$ cat config.mk
export PLATFORM = sky130hd
export DESIGN_NAME = control_unit
export DESIGN_NICKNAME = d
export VERILOG_FILES = /design/src/rtl/control_unit.sv
export SDC_FILE = /design/constraint.sdc
export NUM_CORES = 1
export LEC_CHECK = 0
export ABC_AREA = 0
export CORE_AREA = 4 4 63 65
export CTS_CLUSTER_DIAMETER = 120
export DETAILED_ROUTE_END_ITERATION = 7
export DIE_AREA = 0 0 67 69
export PLACE_DENSITY = 0.53
export SYNTH_ARGS = -nofsm -noshare
export SYNTH_HDL_FRONTEND = slang
export SYNTH_SLANG_ARGS = --single-unit
$ cat constraint.sdc
create_clock -name clk -period 1.99 [get_ports clk]
set_clock_uncertainty 0.05 [all_clocks]
set_input_delay 0.2985 -clock clk [delete_from_list [all_inputs] [get_ports clk]]
set_output_delay 0.2985 -clock clk [all_outputs]
set_load 0.1 [all_outputs]
$ cat src/rtl/control_unit.sv
`timescale 1ns/1ps
`default_nettype none
// ============================================================================
//  Module   : control_unit
//  Purpose  : Fetch/decode/execute sequencer for the 8-bit microcontroller.
//             Drives every datapath load/select strobe and the memory write.
//  Revision : 1.0  initial release
// ============================================================================
module control_unit (
  input  logic       clk,
  input  logic       reset,
  input  logic [7:0] IR,
  input  logic [3:0] CCR_Result,
  output logic       IR_Load,
  output logic       MAR_Load,
  output logic       PC_Load,
  output logic       PC_Inc,
  output logic       A_Load,
  output logic       B_Load,
  output logic [3:0] ALU_Sel,
  output logic       CCR_Load,
  output logic [1:0] Bus1_Sel,
  output logic [1:0] Bus2_Sel,
  output logic       write,
  output logic [4:0] state_dbg
);

  // Opcodes
  localparam logic [7:0] c_LDA_IMM = 8'h86, c_LDA_DIR = 8'h87;
  localparam logic [7:0] c_LDB_IMM = 8'h88, c_LDB_DIR = 8'h89;
  localparam logic [7:0] c_STA_DIR = 8'h96, c_STB_DIR = 8'h97;
  localparam logic [7:0] c_ADD = 8'h42, c_SUB = 8'h43, c_AND = 8'h44, c_OR = 8'h45;
  localparam logic [7:0] c_INCA = 8'h46, c_INCB = 8'h47, c_DECA = 8'h48, c_DECB = 8'h49;
  localparam logic [7:0] c_BRA = 8'h20, c_BMI = 8'h21, c_BPL = 8'h22, c_BEQ = 8'h23;
  localparam logic [7:0] c_BNE = 8'h24, c_BVS = 8'h25, c_BVC = 8'h26, c_BCS = 8'h27;
  localparam logic [7:0] c_BCC = 8'h28;

  // Bus selects
  localparam logic [1:0] c_B1_PC = 2'b00, c_B1_A = 2'b01, c_B1_B = 2'b10;
  localparam logic [1:0] c_B2_ALU = 2'b00, c_B2_BUS1 = 2'b01, c_B2_MEM = 2'b10;

  // Shared sequence states are disambiguated by IR in the next-state logic,
  // so that the strobes themselves depend on the state alone.
  typedef enum logic [4:0] {
    S_FETCH0 = 5'd0,  S_FETCH1 = 5'd1,  S_FETCH2 = 5'd2,  S_DECODE = 5'd3,
    S_OP0    = 5'd4,  S_OP1    = 5'd5,  S_LD2_A  = 5'd6,  S_LD2_B  = 5'd7,
    S_D2     = 5'd8,  S_D3     = 5'd9,  S_D4_A   = 5'd10, S_D4_B   = 5'd11,
    S_ST3_A  = 5'd12, S_ST3_B  = 5'd13, S_ADD    = 5'd14, S_SUB    = 5'd15,
    S_AND    = 5'd16, S_OR     = 5'd17, S_INCA   = 5'd18, S_DECA   = 5'd19,
    S_INCB   = 5'd20, S_DECB   = 5'd21, S_BR0    = 5'd22, S_BR1    = 5'd23,
    S_BR2    = 5'd24
  } state_t;

  state_t r_state;
  state_t w_next_state;
  logic   w_taken;

  assign state_dbg = r_state;

  // State register; reset aborts any instruction in progress
  always_ff @(posedge clk or negedge reset) begin
    if (!reset) r_state <= S_FETCH0;
    else        r_state <= w_next_state;
  end

  // Branch condition from the current flags {N,Z,V,C}
  always_comb begin
    w_taken = 1'b0;
    case (IR)
      c_BRA:   w_taken = 1'b1;
      c_BMI:   w_taken = CCR_Result[3];
      c_BPL:   w_taken = ~CCR_Result[3];
      c_BEQ:   w_taken = CCR_Result[2];
      c_BNE:   w_taken = ~CCR_Result[2];
      c_BVS:   w_taken = CCR_Result[1];
      c_BVC:   w_taken = ~CCR_Result[1];
      c_BCS:   w_taken = CCR_Result[0];
      c_BCC:   w_taken = ~CCR_Result[0];
      default: w_taken = 1'b0;
    endcase
  end

  // Next-state sequencing
  always_comb begin
    w_next_state = S_FETCH0;
    case (r_state)
      S_FETCH0: w_next_state = S_FETCH1;
      S_FETCH1: w_next_state = S_FETCH2;
      S_FETCH2: w_next_state = S_DECODE;
      S_DECODE: begin
        case (IR)
          c_LDA_IMM, c_LDB_IMM, c_LDA_DIR, c_LDB_DIR,
          c_STA_DIR, c_STB_DIR:             w_next_state = S_OP0;
          c_ADD:                            w_next_state = S_ADD;
          c_SUB:                            w_next_state = S_SUB;
          c_AND:                            w_next_state = S_AND;
          c_OR:                             w_next_state = S_OR;
          c_INCA:                           w_next_state = S_INCA;
          c_DECA:                           w_next_state = S_DECA;
          c_INCB:                           w_next_state = S_INCB;
          c_DECB:                           w_next_state = S_DECB;
          c_BRA, c_BMI, c_BPL, c_BEQ, c_BNE,
          c_BVS, c_BVC, c_BCS, c_BCC:       w_next_state = S_BR0;
          default:                          w_next_state = S_FETCH0;
        endcase
      end
      S_OP0: w_next_state = S_OP1;
      S_OP1: begin
        case (IR)
          c_LDA_IMM:                                  w_next_state = S_LD2_A;
          c_LDB_IMM:                                  w_next_state = S_LD2_B;
          c_LDA_DIR, c_LDB_DIR, c_STA_DIR, c_STB_DIR: w_next_state = S_D2;
          default:                                    w_next_state = S_FETCH0;
        endcase
      end
      S_D2: begin
        case (IR)
          c_LDA_DIR, c_LDB_DIR: w_next_state = S_D3;
          c_STA_DIR:            w_next_state = S_ST3_A;
          c_STB_DIR:            w_next_state = S_ST3_B;
          default:              w_next_state = S_FETCH0;
        endcase
      end
      S_D3: begin
        case (IR)
          c_LDA_DIR: w_next_state = S_D4_A;
          c_LDB_DIR: w_next_state = S_D4_B;
          default:   w_next_state = S_FETCH0;
        endcase
      end
      S_BR0:   w_next_state = S_BR1;
      S_BR1:   w_next_state = S_BR2;
      default: w_next_state = S_FETCH0;
    endcase
  end

  // Strobe decode; everything is held low while reset is asserted
  always_comb begin
    IR_Load  = 1'b0;
    MAR_Load = 1'b0;
    PC_Load  = 1'b0;
    PC_Inc   = 1'b0;
    A_Load   = 1'b0;
    B_Load   = 1'b0;
    ALU_Sel  = 4'b0000;
    CCR_Load = 1'b0;
    Bus1_Sel = c_B1_PC;
    Bus2_Sel = c_B2_ALU;
    write    = 1'b0;
    if (reset) begin
      case (r_state)
        S_FETCH0, S_OP0, S_BR0: begin
          Bus1_Sel = c_B1_PC;
          Bus2_Sel = c_B2_BUS1;
          MAR_Load = 1'b1;
        end
        S_FETCH1, S_OP1: PC_Inc = 1'b1;
        S_FETCH2: begin
          Bus2_Sel = c_B2_MEM;
          IR_Load  = 1'b1;
        end
        S_LD2_A, S_D4_A: begin
          Bus2_Sel = c_B2_MEM;
          A_Load   = 1'b1;
        end
        S_LD2_B, S_D4_B: begin
          Bus2_Sel = c_B2_MEM;
          B_Load   = 1'b1;
        end
        S_D2: begin
          Bus2_Sel = c_B2_MEM;
          MAR_Load = 1'b1;
        end
        S_ST3_A: begin
          Bus1_Sel = c_B1_A;
          write    = 1'b1;
        end
        S_ST3_B: begin
          Bus1_Sel = c_B1_B;
          write    = 1'b1;
        end
        S_ADD, S_SUB, S_AND, S_OR, S_INCA, S_DECA: begin
          Bus1_Sel = c_B1_A;
          Bus2_Sel = c_B2_ALU;
          A_Load   = 1'b1;
          CCR_Load = 1'b1;
          case (r_state)
            S_SUB:   ALU_Sel = 4'b0001;
            S_AND:   ALU_Sel = 4'b0010;
            S_OR:    ALU_Sel = 4'b0011;
            S_INCA:  ALU_Sel = 4'b0100;
            S_DECA:  ALU_Sel = 4'b0101;
            default: ALU_Sel = 4'b0000;
          endcase
        end
        S_INCB, S_DECB: begin
          Bus1_Sel = c_B1_B;
          Bus2_Sel = c_B2_ALU;
          B_Load   = 1'b1;
          CCR_Load = 1'b1;
          ALU_Sel  = (r_state == S_INCB) ? 4'b0100 : 4'b0101;
        end
        S_BR2: begin
          // Taken: datapath adds the fetched offset to the PC (operand address)
          if (w_taken) begin
            PC_Load  = 1'b1;
            Bus2_Sel = c_B2_MEM;
          end else begin
            PC_Inc   = 1'b1;
          end
        end
        default: ;
      endcase
    end
  end

endmodule
`default_nettype wire

==> results.toml <==
[power]
cellPowerDensity_nw_per_um2 = 792
p_leak_nw = 0.831
ir_drop_mv = 0.415

[synthesis]
synth-main-ff-cell = "dfrtp_1"
synth-async-reset-ratio_pct = 100
ys_top_cells_by_area = "dfrtp_1 13%, nor2_1 5.4%, nor2b_1 5.1%"
synth-edff-count = 0
synth.avg_cell_area_sq_um = 6.82
netlist_area_sq_um = 976
ys_types = 48
synth.ff_latch_count = 5
syn-num-nets = 157
ys_seq_area_share_pct = 12.8
post_synth_top_area_share_pct = 12.8
post_synth_inst_count = 143
synthMostInstantiatedCell = "nor2_1"
netlist_top_cells_count = "14 x nor2_1, 13 x nand2_1, 9 x clkbuf_1"
synth_area_leader_cell = "dfrtp_1"
yosysWarnings = 0

[clock_network]
cts_inserted_buffers = 3
cts_tree = "built"
root_buffer_cell = "clkbuf_4"
clkTransAtPathRegs_ns = 0.04
clock-sinks = 5
cts-hold-fix-buffers = 0
cts.htree.levels = 1
bufs_on_longest_clock_path = 2
worst_skew_pair.late_latency_ns = 0.24

[placement]
gp_congestion = 0.975
place.detailed.hpwl_microns = 2920
placement.io_buffers = 33
placement.cell_area_sq_um = 1910

[worst_setup_path]
timing.reg2reg.setup_slack_ns = 0
critPathArrivalTime_ns = 1.77
worst_r2r_endpoint = "state_dbg[1]"
setup.worst_path.class = "in2out"
cp_max_fo = 3
timing.rr.start = "state_dbg[1]"
worst_ep_required_time_ns = 1.64
critical_path_buf_inv_count = 2
crit_chain = "buf_6 > or4b_4 > a311o_1 > a21oi_4 > a31o_4 > buf_12"
crit_slowest_cell = "or4b_4"
timing.reg2reg.worst_path_depth = 5
endpoint_class_of_the_critical_path = "primary output"
top_cell_family_by_delay_on_the_critical_path = "compound AO/OA/AOI/OAI gates"
critical_path.max_stage_delay_ns = 0.54
setup.worst_path.start = "IR[6]"
startpoint_type = "primary input"

[flow_run]
cap_violations = 0

[die]
fp.dieW_microns = 67
start_util_pct = 29.2
num_rows = 21
floorplan.die_area_sq_um = 4620
core_outline_area_sq_um = 3340
io-pin-count = 35
fp.dieH_microns = 69

[layout]
postLayoutCoreUtil_pct = 62.8
finalNetCount = 225
ff_latch_area_sq_um = 144
area_delta_synth_final_pct = 115
postLayoutCellArea_sq_um = 2090
multiInputGateArea_sq_um = 980
drive_gt1_share_pct = 52.9
n_fill_cell = 292
largest_reg_flops = 5
num_antenna_cells = 0

[global_routing]
grt_first_pass_wirelength_microns = 6280
grt.overflow.total = 0
track_usage_pct = 16.7
grt_start_max_net_pins = 15
antenna_violations_before_repair = 0
number_of_global_route_vias_before_repair = 1352

[sta]
setup_viol_count_final = 7
fin_ws_ns = -0.126
layout_min_cycle_time_ns = 2.12
timing.fmax_mhz = 473
period_share_pct = 106
setup_repair_after_global_routing_missed_its_margin = "true"
report.final.hold_viol_count = 0
maxSlewViolCount = 0

[routing]
detail_route.drc_violations = 0
post_drt_wl_per_cell_microns = 14.8
count_of_routing_violations_after_the_opening_detailed_route_iteration = 63
drt_pre_antenna_iters = 4
via_count = 1361
total_routed_length_microns = 3780
route.antenna.remaining_nets = 0
vias_per_cell = 5.32

[worst_hold_path]
hold_class = "in2async"

[run_status]
violated_checks = "negative setup slack"
status = "complete, but fails checks"
-- report_power, final --
| part | switching (mW) | internal, mW | total, mW |
|---|---|---|---|
| Sequential | 0.0490 | 0.142 | 0.191 |
| Clock | 0.0433 | 0.0759 | 0.119 |
| Combinational | 0.802 | 0.546 | 1.35 |
-- timing repair --
action                     in CTS  in global routing
pin swaps                      12                  5
setup endpoints to repair       9                 14
buffers inserted                6                  3
gates cloned                    0                  0
gates resized for setup        52                  9
-- stage by stage --
stage                     total power, mW  TNS (ns)  cells  setup slack [ns]  hold slack [ns]
after floorplan                      1.01     -4.22    143            -0.894          -0.0471
after global placement               1.45     -2.06    244            -0.503            0.669
after detailed placement             1.46     -2.18    244            -0.519            0.654
after CTS                            1.63    -0.253    253            -0.108            0.398
after global routing                 1.73    -0.722    256            -0.178            0.408
final                                1.66    -0.296    256            -0.126            0.396
-- logic make-up (layout without fill, tap and decap cells) --
| group | Yosys count | count (layout) | share of synthesized area (%) |
|---|---|---|---|
| xor gates and xnor gates | 2 | 2 | 1.80 |
| buffers and inverters | 13 | 80 | 6.28 |
| muxes | 3 | 3 | 3.46 |
| other | 1 | 1 | 0.384 |
| AOI/OAI and AO/OA | 41 | 41 | 29.5 |
| DFF | 5 | 5 | 12.8 |
| and+or+nand+nor | 78 | 78 | 45.8 |
-- placed cells by master (no fill, tap or decap), types with 2 or more instances in the layout --
cell type	synthesis	final
nor2_4	0	4
nor3_1	6	4
mux2_4	0	2
and2_4	0	2
a211oi_1	3	3
o22ai_1	2	2
a31oi_1	2	2
nand3_1	6	4
nand3_2	0	2
nand2_1	13	11
dlygate4sd2_1	0	5
clkbuf_4	0	3
a21oi_1	7	7
nand2_2	0	2
o21ai_0	7	6
a21o_1	2	2
buf_6	1	12
nand4_1	3	3
clkdlybuf4s15_1	0	2
buf_12	0	21
nand2b_1	7	6
nor2b_4	0	3
or3_1	2	2
nor2b_1	8	4
o2bb2ai_1	2	2
buf_4	1	31
nor3_2	0	2
nor2_1	14	9
nor3b_1	4	3
o211ai_1	5	5
nand3b_1	2	2
dfrtp_4	0	5
buf_2	0	2
or3b_4	0	2
-- how the worst max path moves through the flow --
stage | depth (start not counted) | endpoint
final | 6 | Bus2_Sel[1]
after global routing | 6 | Bus2_Sel[1]
after CTS | 6 | Bus2_Sel[1]
after detailed placement | 6 | PC_Load
after global placement | 6 | PC_Load
after floorplan | 5 | MAR_Load
-- layout make-up --
cell class	instances	share of cell area [%]
inverter	1	0.179
timing repair buffer	75	42.2
tap	46	2.75
clock buffer	4	1.25
sequential	5	6.87
multi-input combinational	125	46.8
-- worst register-to-register path: cells and delay by family (launching register included) --
| family | cells | cell delay, ns |
|---|---|---|
| compound gates | 2 | 0.32 |
| simple gates | 3 | 1.03 |
| flops | 1 | 0.51 |
-- per-layer routing --
| metal | up-vias | share of wire [%] | routed length (microns) | global-route usage, % |
|---|---|---|---|---|
| li1 | 667 | - | - | - |
| met1 | 626 | 41 | 1540 | 19.9 |
| met2 | 63 | 53 | 1990 | 30.2 |
| met3 | 5 | 5.3 | 201 | 2.76 |
| met4 | 0 | 1.5 | 56 | 4.05 |
| met5 | - | 0 | 0 | 0 |
Power figures use the tool's default switching activity.
